## config.mk

```make
export PLATFORM = sky130hd
export DESIGN_NAME = global_avg_unpool_2d_flat
export DESIGN_NICKNAME = d
export VERILOG_FILES = /design/src/rtl/global_avg_unpool_2d_if.sv /design/src/rtl/global_avg_unpool_2d.sv /design/src/flat_wrapper.sv
export SDC_FILE = /design/constraint.sdc
export NUM_CORES = 1
export LEC_CHECK = 0
export CORE_MARGIN = 1.5
export CORE_UTILIZATION = 66
export DETAILED_ROUTE_END_ITERATION = 8
export PLACE_DENSITY = 0.94
export SLEW_MARGIN = 10
export SYNTH_ARGS = -nofsm -noshare
export SYNTH_HDL_FRONTEND = slang
export SYNTH_SLANG_ARGS = --single-unit
```

## constraint.sdc

```tcl
create_clock -name CLK -period 22.3 [get_ports CLK]
set_clock_uncertainty 0.1 [all_clocks]
set_input_delay 5.575 -clock CLK [delete_from_list [all_inputs] [get_ports CLK]]
set_output_delay 5.575 -clock CLK [all_outputs]
set_load 0.05 [all_outputs]
```

## src/rtl/global_avg_unpool_2d_if.sv

```systemverilog
// -----------------------------------------------------------------------------
// global_avg_unpool_2d_if
// Stream bundle for global_avg_unpool_2d: the pooled-scalar input channel
// (In / Valid_IN / Ready_OUT) and the broadcast pixel output channel
// (Out / Valid_OUT / Ready_IN / Last_OUT).
//   slave  : the unpool block (consumes In, produces Out)
//   master : the environment (upstream source plus downstream sink)
// -----------------------------------------------------------------------------
interface global_avg_unpool_2d_if #(
    parameter int Datawidth = 16
);
    logic [Datawidth-1:0] In;
    logic                 Valid_IN;
    logic                 Ready_OUT;
    logic [Datawidth-1:0] Out;
    logic                 Valid_OUT;
    logic                 Ready_IN;
    logic                 Last_OUT;

    modport slave (
        input  In, Valid_IN, Ready_IN,
        output Ready_OUT, Out, Valid_OUT, Last_OUT
    );

    modport master (
        output In, Valid_IN, Ready_IN,
        input  Ready_OUT, Out, Valid_OUT, Last_OUT
    );
endinterface

```

## src/rtl/global_avg_unpool_2d.sv

```systemverilog
// -----------------------------------------------------------------------------
// global_avg_unpool_2d
// Streaming inverse of a global average pool. Each pooled scalar taken from
// the input channel is broadcast as a full IMG_Width x IMG_Height raster,
// optionally divided by the window area (Scale) and clamped at zero (ReLU).
// A small FIFO decouples the input from the frame emitter.
// Ports:
//   CLK : rising-edge clock
//   CLR : asynchronous active-low reset; discards the frame in flight and
//         every queued sample
//   bus : global_avg_unpool_2d_if.slave
//         In/Valid_IN/Ready_OUT            - pooled sample input
//         Out/Valid_OUT/Ready_IN/Last_OUT  - broadcast pixel output
// -----------------------------------------------------------------------------
module global_avg_unpool_2d #(
    parameter int IMG_Width  = 7,
    parameter int IMG_Height = 7,
    parameter int Datawidth  = 16,
    parameter int FIFO_Depth = 4,
    parameter bit Scale      = 1'b1,
    parameter bit ReLU       = 1'b0
) (
    input  logic                   CLK,
    input  logic                   CLR,
    global_avg_unpool_2d_if.slave  bus
);
    localparam int AREA = IMG_Width * IMG_Height;
    localparam int PW   = (FIFO_Depth > 1) ? $clog2(FIFO_Depth) : 1;
    localparam int CW   = (IMG_Width  > 1) ? $clog2(IMG_Width)  : 1;
    localparam int HW   = (IMG_Height > 1) ? $clog2(IMG_Height) : 1;

    localparam logic signed [31:0] AREA_S     = 32'(AREA);
    localparam logic [CW-1:0]      COT_LAST   = CW'(IMG_Width - 1);
    localparam logic [HW-1:0]      HANG_LAST  = HW'(IMG_Height - 1);
    localparam logic [PW:0]        FIFO_FULL  = (PW+1)'(FIFO_Depth);
    localparam logic               ONE_PIXEL  = (AREA == 1);

    typedef enum logic {IDLE, EMIT} state_t;

    // ---------------- input FIFO ----------------
    logic [Datawidth-1:0] r_mem [FIFO_Depth];
    logic [PW-1:0]        r_wr_ptr;
    logic [PW-1:0]        r_rd_ptr;
    logic [PW:0]          r_count;

    // ---------------- emitter ----------------
    state_t               r_state;
    logic [Datawidth-1:0] r_hold;
    logic                 r_valid;
    logic                 r_last;
    logic [CW-1:0]        r_cot;
    logic [HW-1:0]        r_hang;

    logic                 w_push;
    logic                 w_pop;
    logic                 w_not_empty;
    logic                 w_xfer;
    logic                 w_beat_last;
    logic signed [31:0]   w_head_ext;
    logic signed [31:0]   w_quot;
    logic [Datawidth-1:0] w_scaled;
    logic [CW-1:0]        w_cot_nxt;
    logic [HW-1:0]        w_hang_nxt;

    // Ready depends on the registered count only, so a full FIFO never
    // accepts even when a pop happens in the same cycle.
    assign bus.Ready_OUT = (r_count != FIFO_FULL);
    assign bus.Out       = r_hold;
    assign bus.Valid_OUT = r_valid;
    assign bus.Last_OUT  = r_last;

    assign w_push      = bus.Valid_IN && bus.Ready_OUT;
    assign w_not_empty = (r_count != '0);
    assign w_xfer      = r_valid && bus.Ready_IN;
    assign w_beat_last = (r_cot == COT_LAST) && (r_hang == HANG_LAST);
    // Pop when starting from idle, or on the last beat so the next frame
    // follows without a bubble.
    assign w_pop       = w_not_empty &&
                         ((r_state == IDLE) || (w_xfer && w_beat_last));

    // Scaling of the FIFO head: signed division truncates toward zero,
    // ReLU is applied to the quotient, then the result is cut to Datawidth.
    always_comb begin
        // NOTE: every always_comb output gets a default first so no latch is inferred.
        w_head_ext = 32'(signed'(r_mem[r_rd_ptr]));
        w_quot     = Scale ? (w_head_ext / AREA_S) : w_head_ext;
        w_scaled   = w_quot[Datawidth-1:0];
        if (ReLU && (w_quot < 0)) begin
            w_scaled = '0;
        end
    end

    // Raster position of the beat that follows the current one.
    always_comb begin
        w_cot_nxt  = r_cot + 1'b1;
        w_hang_nxt = r_hang;
        if (r_cot == COT_LAST) begin
            w_cot_nxt  = '0;
            w_hang_nxt = r_hang + 1'b1;
        end
    end

    // NOTE: FIFO storage is deliberately left out of reset; only pointers and
    // count define validity, so clearing the array would be wasted logic.
    always_ff @(posedge CLK) begin
        if (w_push) begin
            r_mem[r_wr_ptr] <= bus.In;
        end
    end

    // NOTE: sequential state is always updated with non-blocking assignments.
    always_ff @(posedge CLK or negedge CLR) begin
        if (!CLR) begin
            r_wr_ptr <= '0;
            r_rd_ptr <= '0;
            r_count  <= '0;
        end else begin
            if (w_push) r_wr_ptr <= r_wr_ptr + 1'b1;
            if (w_pop)  r_rd_ptr <= r_rd_ptr + 1'b1;
            case ({w_push, w_pop})
                2'b10:   r_count <= r_count + 1'b1;
                2'b01:   r_count <= r_count - 1'b1;
                default: r_count <= r_count;
            endcase
        end
    end

    always_ff @(posedge CLK or negedge CLR) begin
        if (!CLR) begin
            r_state <= IDLE;
            r_hold  <= '0;
            r_valid <= 1'b0;
            r_last  <= 1'b0;
            r_cot   <= '0;
            r_hang  <= '0;
        end else begin
            case (r_state)
                IDLE: begin
                    if (w_not_empty) begin
                        r_hold  <= w_scaled;
                        r_valid <= 1'b1;
                        r_last  <= ONE_PIXEL;
                        r_cot   <= '0;
                        r_hang  <= '0;
                        r_state <= EMIT;
                    end
                end
                EMIT: begin
                    if (w_xfer) begin
                        if (w_beat_last) begin
                            r_cot  <= '0;
                            r_hang <= '0;
                            if (w_not_empty) begin
                                r_hold <= w_scaled;
                                r_last <= ONE_PIXEL;
                            end else begin
                                r_valid <= 1'b0;
                                r_last  <= 1'b0;
                                r_state <= IDLE;
                            end
                        end else begin
                            r_cot  <= w_cot_nxt;
                            r_hang <= w_hang_nxt;
                            r_last <= (w_cot_nxt == COT_LAST) &&
                                      (w_hang_nxt == HANG_LAST);
                        end
                    end
                end
                default: r_state <= IDLE;
            endcase
        end
    end
endmodule

```

## src/flat_wrapper.sv

```systemverilog
// flat-port wrapper written by rule: the top's interface ports become plain ports
module global_avg_unpool_2d_flat 
#(
    parameter int IMG_Width  = 7,
    parameter int IMG_Height = 7,
    parameter int Datawidth  = 16,
    parameter int FIFO_Depth = 4,
    parameter bit Scale      = 1'b1,
    parameter bit ReLU       = 1'b0
)
  (CLK, CLR, bus_In, bus_Valid_IN, bus_Ready_IN, bus_Ready_OUT, bus_Out, bus_Valid_OUT, bus_Last_OUT);
  global_avg_unpool_2d_if #(.Datawidth(Datawidth)) bus_i ();
  input  logic CLK;
  input  logic CLR;
  input wire logic [$bits(bus_i.In)-1:0] bus_In;
  input wire logic [$bits(bus_i.Valid_IN)-1:0] bus_Valid_IN;
  input wire logic [$bits(bus_i.Ready_IN)-1:0] bus_Ready_IN;
  output wire logic [$bits(bus_i.Ready_OUT)-1:0] bus_Ready_OUT;
  output wire logic [$bits(bus_i.Out)-1:0] bus_Out;
  output wire logic [$bits(bus_i.Valid_OUT)-1:0] bus_Valid_OUT;
  output wire logic [$bits(bus_i.Last_OUT)-1:0] bus_Last_OUT;
  assign bus_i.In = bus_In;
  assign bus_i.Valid_IN = bus_Valid_IN;
  assign bus_i.Ready_IN = bus_Ready_IN;
  assign bus_Ready_OUT = bus_i.Ready_OUT;
  assign bus_Out = bus_i.Out;
  assign bus_Valid_OUT = bus_i.Valid_OUT;
  assign bus_Last_OUT = bus_i.Last_OUT;
  global_avg_unpool_2d #(.IMG_Width(IMG_Width), .IMG_Height(IMG_Height), .Datawidth(Datawidth), .FIFO_Depth(FIFO_Depth), .Scale(Scale), .ReLU(ReLU)) u_core (.CLK(CLK), .CLR(CLR), .bus(bus_i));
endmodule
```

== Yosys cells after proc, flatten, opt, wreduce, memory -nomap -nowiden ==
Memories as Yosys holds them, arrays and structs flattened.
Cells that the tools add are included.

* Add/sub/neg operators: 6
* Div/mod/pow operators: 1
* Eq/ne operators: 11
* Muxes and demuxes: 29
* Bitwise gates (word level): 1
* Reduce and logical (&&, ||, !) cells: 12

{| class="wikitable"
|+ Operator list
! kind !! count
|-
| $mux 16 || 3
|-
| $div 32x7->32 const B || 1
|-
| $pmux 16 s2 || 1
|-
| $mux 3 || 7
|-
| $pmux 3 s2 || 3
|-
| $eq 3x3->1 const B || 4
|-
| $mux 1 || 12
|-
| $add 3x1->3 const B || 3
|-
| $logic_and 1x1->1 || 6
|-
| $ne 2x2->1 const B || 3
|-
| $pmux 1 s2 || 3
|-
| $add 2x1->2 const B || 2
|-
| $reduce_and 2->1 || 2
|-
| $reduce_and 4->1 || 1
|-
| $ne 3x3->1 const B || 1
|-
| $reduce_bool 3->1 || 1
|-
| $sub 3x1->3 const B || 1
|-
| $eq 2x1->1 const B || 1
|-
| $eq 2x2->1 const B || 1
|-
| $ne 2x1->1 const B || 1
|-
| $reduce_bool 2->1 || 1
|-
| $logic_or 1x1->1 || 1
|-
| $not 1->1 || 1
|}

* Bits in registers: 32
* Memory bits (writable): 64
* Input port bits: 20
* Output and inout port bits: 19
* Word-level logic and storage cells: 70
* Memories kept: 1

{| class="wikitable"
|+ Memories
! name !! words !! bits a word !! read ports !! clocked after Yosys merged registers in !! write ports !! line !! source
|-
| u_core.r_mem || 4 || 16 || 1 || 0 || 1 || global_avg_unpool_2d.sv:41 || <nowiki>logic [Datawidth-1:0] r_mem [FIFO_Depth];</nowiki>
|}

== Depth between registers and ports, before layout ==
* Depth in word-level cells: 7
* Mapped depth: 43
* Gate-level depth less buffers: 38

== Worst setup path before layout ==
No wires, ideal clock.

* Path type: reg2reg
* Start: register u_core.r_rd_ptr[0]
* End: register u_core.r_hold[8] (netlist: u_core.bus.Out[8])
* Library setup time: 0.136 ns
* Arrival: 8.505 ns
* Data required time: 22.064 ns
* Setup slack: 13.559 ns
* Stages on the path, launching flop included: 41
* Path buffers: 2
* Period minus slack after synthesis: 8.741 ns
* Cells stage by stage: dfrtp_1 -> buf_6 -> buf_6 -> mux4_2 -> inv_1 -> ha_1 -> nor2b_1 -> nand3_1 -> a211oi_2 -> a21oi_1 -> mux2_2 -> nor4_4 -> nor3_1 -> o41a_1 -> nand2_1 -> a311oi_1 -> o41a_1 -> mux2i_1 -> [5 not listed] -> nand2_1 -> o21ai_0 -> nand2_1 -> a21bo_2 -> a21oi_1 -> ha_1 -> nor2_1 -> nand2_1 -> or4_1 -> nor3b_1 -> o221ai_2 -> nor2_1 -> a31oi_1 -> ha_1 -> nand2_1 -> o21ai_0 -> xnor2_1 -> o21ai_0

* Longest elaborated chain between the ends: 6

{| class="wikitable"
|+ Ends and longest elaborated chain
! what !! line !! source
|-
| from (decl) || global_avg_unpool_2d.sv:43 || <nowiki>logic [PW-1:0] r_rd_ptr;</nowiki>
|-
| from (signal assigned) || global_avg_unpool_2d.sv:119 || <nowiki>if (w_pop) r_rd_ptr <= r_rd_ptr + 1'b1;</nowiki>
|-
| $mem_v2 4x16 * || -- ||
|-
| $div 32x7->32 * || global_avg_unpool_2d.sv:86 || <nowiki>w_quot = Scale ? (w_head_ext / AREA_S) : w_head_ext;</nowiki>
|-
| $mux 16 * || global_avg_unpool_2d.sv:139, global_avg_unpool_2d.sv:153 ||
|-
| $mux 16 || global_avg_unpool_2d.sv:150 || <nowiki>if (w_beat_last) begin</nowiki>
|-
| $mux 16 || global_avg_unpool_2d.sv:149 || <nowiki>if (w_xfer) begin</nowiki>
|-
| $pmux 16 s2 * || global_avg_unpool_2d.sv:137 || <nowiki>case (r_state)</nowiki>
|-
| to (signal assigned) || global_avg_unpool_2d.sv:140 || <nowiki>r_hold <= w_scaled;</nowiki>
|-
| to (signal assigned) || global_avg_unpool_2d.sv:154 || <nowiki>r_hold <= w_scaled;</nowiki>
|-
| to (decl) || global_avg_unpool_2d.sv:48 || <nowiki>logic [Datawidth-1:0] r_hold;</nowiki>
|}

Mark *: on every way between the ends. The rest lies on a longest branch, timed or not. The select of a mux whose other input is x is not followed.
A chain may end at the register's enable or synchronous reset.

== Worst setup path after layout ==
* Start: register u_core.r_rd_ptr[1]
* End: register u_core.r_hold[4] (netlist: u_core.bus.Out[4])

The elaborated chain is that of the path after synthesis.

==> metrics.yaml <==
critical_path:
  worstPathRequired_ns: 22.39
  critPathMaxFanout: 22
  cp_slowest_cell: "dfrtp_1"
  critPathKind: "reg2reg"
  crit_arrival_ns: 11.11
  cp_slowest_stage_delay_ns: 1.00
  cp-start-kind: "flip-flop"
  end_kind: "flip-flop"
synth:
  synthFlopType: "edfxtp_1"
  yosysTopAreaCell: "edfxtp_1"
  synth.most_common_cell: "nand2_1"
  ys_async_sr_fraction: 0.333
  syn-num-nets: 751
  synth_area_leaders: "edfxtp_1 (27%), dfrtp_1 (11%), mux4_2 (5.1%)"
  synth_top_area_share: 0.271
  seq_area_frac_synth: 0.384
  syn_area_um2: 7090
  synth_cell_types: 100
  synth-edff-count: 64
  ys_seq_elements: 96
  synth_common_cells: "nand2_1 (74), edfxtp_1 (64), nor2_1 (50), a21oi_1 (42), nand3_1 (36)"
  synth_warnings: 0
  synth_cells: 719
  syn_avg_cell_area_um2: 9.86
placement:
  routabilityCongestion: 0.945
  portBuffers: 38
  dpl_cell_area_um2: 7570
  place_inst: 879
  post-dp-hpwl_um: 14400
floorplan:
  dieArea_um2: 11400
  die_y_um: 107
  core_area_um2: 10400
  pin_count: 39
  dieWidth_um: 107
  start_util: 0.683
  fp-row-count: 37
sta:
  fmax_ghz: 0.0907
  slew_viol_final: 0
  hold_violations: 0
  finalCritPeriodShare: 0.494
  finalSetupViolations: 0
  tightest_slew_ns: 0.986
  grt_setup_unrepaired: "no"
  slew_headroom: 0.343
  fin_crit_ns: 11.02
  final.setup.tns_ns: 0
clock_network:
  cts_root_buf: "clkbuf_8"
  numCtsBuffers: 9
  ctsHoldBuffers: 0
  clkTransAtPathRegs_ns: 0.10
  clock_latency_ns: 0.37
  postCtsSetupBuffers: 0
  cts_resized: 0
  clock_path_buffers: 2
  cts_tree: "done"
  clock_sinks: 96
  htreeDepth: 3
routing:
  drc: 0
  ant_nets: 0
  first_iter_violations: 1026
  via_count: 6765
  routedWlPerCell_um: 24.0
  wl_um: 21400
  drt_pass1_iterations: 9
  via_per_inst: 7.57
run:
  maxCapViolCount: 0
global_route:
  overflow: 0
  antenna_found_initial: 1
  grt_start_max_net_pins: 33
  grt_pass1_vias: 6431
  grt_pass1_wl_um: 34400
  grt_usage: 0.388
final_layout:
  layout-drive-gt1-share: 0.100
  fin_util: 0.746
  area_growth_pct: 9.16
  antennaDiodeCount: 0
  fin_cells: 894
  fin_nets: 786
  final_cell_area_um2: 7740
  fillers: 658
status:
  status: "complete, no violations"
min_path:
  min_path_type: "reg2reg"
==> layout by cell type (no fill, tap or decap), types with 5 or more instances in the layout <==
master | synthesis | layout
and2_1 | 15 | 15
a31oi_1 | 10 | 10
o21a_1 | 5 | 5
a211o_1 | 8 | 8
clkbuf_8 | 0 | 9
dfrtp_1 | 32 | 32
a21oi_1 | 42 | 42
ha_1 | 11 | 11
nand2b_1 | 10 | 10
o21ai_0 | 34 | 34
clkdlybuf4s50_1 | 0 | 38
a211oi_1 | 5 | 5
xnor2_1 | 22 | 22
mux2_2 | 5 | 5
mux4_2 | 16 | 16
mux2i_1 | 13 | 13
a21o_1 | 9 | 9
xor2_1 | 9 | 9
nand2_1 | 74 | 74
nor3_1 | 21 | 21
o21ai_1 | 13 | 13
nand4_1 | 12 | 12
or3_1 | 10 | 10
o211a_1 | 5 | 5
inv_1 | 16 | 16
edfxtp_1 | 64 | 64
nand3_1 | 36 | 36
nor2_1 | 50 | 50
o211ai_1 | 12 | 12
and3_1 | 10 | 10
==> worst paths after layout <==
check                                         from            endpoint  cells after the start  slack [ns]
worst max-delay path            u_core.r_rd_ptr[1]   u_core.bus.Out[4]                     35       11.28
worst min register to register   u_core.bus.Out[2]   u_core.bus.Out[2]                      2        0.40
worst min-delay path             u_core.bus.Out[2]   u_core.bus.Out[2]                      2        0.40
min in group asynchronous                      CLR   u_core.bus.Out[4]                      2        5.52
worst max register to register  u_core.r_rd_ptr[1]   u_core.bus.Out[4]                     35       11.28
max in group asynchronous                      CLR  u_core.r_wr_ptr[0]                      2       16.28
==> critical path: cells and delay by family, from the launching register on <==
kind	cells	cell delay (ns)
AO/OA/AOI/OAI	14	4.23
AND/OR/NAND/NOR	12	3.12
flip-flops	1	1.00
adder cells (fa/ha/maj)	4	0.96
XOR/XNOR	2	0.76
multiplexers	1	0.46
buffers and inverters	2	0.17
==> metrics by stage <==
stage / setup slack (ns) / hold slack (ns)
finish: 11.28 / 0.398
CTS: 11.72 / 0.400
global placement: 12.09 / 0.361
detailed placement: 11.78 / 0.378
floorplan: 13.56 / 0.358
global route: 10.67 / 0.432
==> flip-flops by register name (all words and copies together), names as in the netlist <==
signal / cells
u_core.r_mem: 64
u_core.bus.Out: 16
u_core.r_cot: 3
u_core.r_count: 3
u_core.r_hang: 3
u_core.r_rd_ptr: 2
u_core.r_wr_ptr: 2
u_core.bus.Last_OUT: 1
u_core.bus.Valid_OUT: 1
u_core.r_state: 1
==> area by class of cell <==
| type | instances | area, um2 | share of cell area |
|---|---|---|---|
| flip-flops and latches | 96 | 2720 | 0.352 |
| clock buffers | 10 | 128 | 0.0165 |
| repair buffers | 41 | 403 | 0.0521 |
| inverters | 18 | 67.6 | 0.00873 |
| clock inverters | 5 | 35.0 | 0.00453 |
| multi-input cells | 588 | 4210 | 0.544 |
| well taps | 136 | 170 | 0.0220 |
==> cell families (layout without fill, tap and decap cells) <==
logic type                 count (synthesis)  in the layout  synth area share
AOI/OAI and AO/OA                        230            230             0.243
xor gates and xnor gates                  33             33            0.0429
adders and majority gates                 13             13            0.0237
buffers and inverters                     35             74            0.0217
DFF                                       96             96             0.384
muxes                                     36             36            0.0810
and+or+nand+nor                          276            276             0.204
==> metal layers <==
metal	vias to the layer above	share of wire	GRT usage
li1	2908	-	-
met1	3173	0.37	0.498
met2	562	0.48	0.641
met3	120	0.097	0.0578
met4	2	0.054	0.204
met5	-	0.00061	0
Power is not shown: default switching activity piles up to over one toggle a cycle in this logic, so the estimate is an artifact.
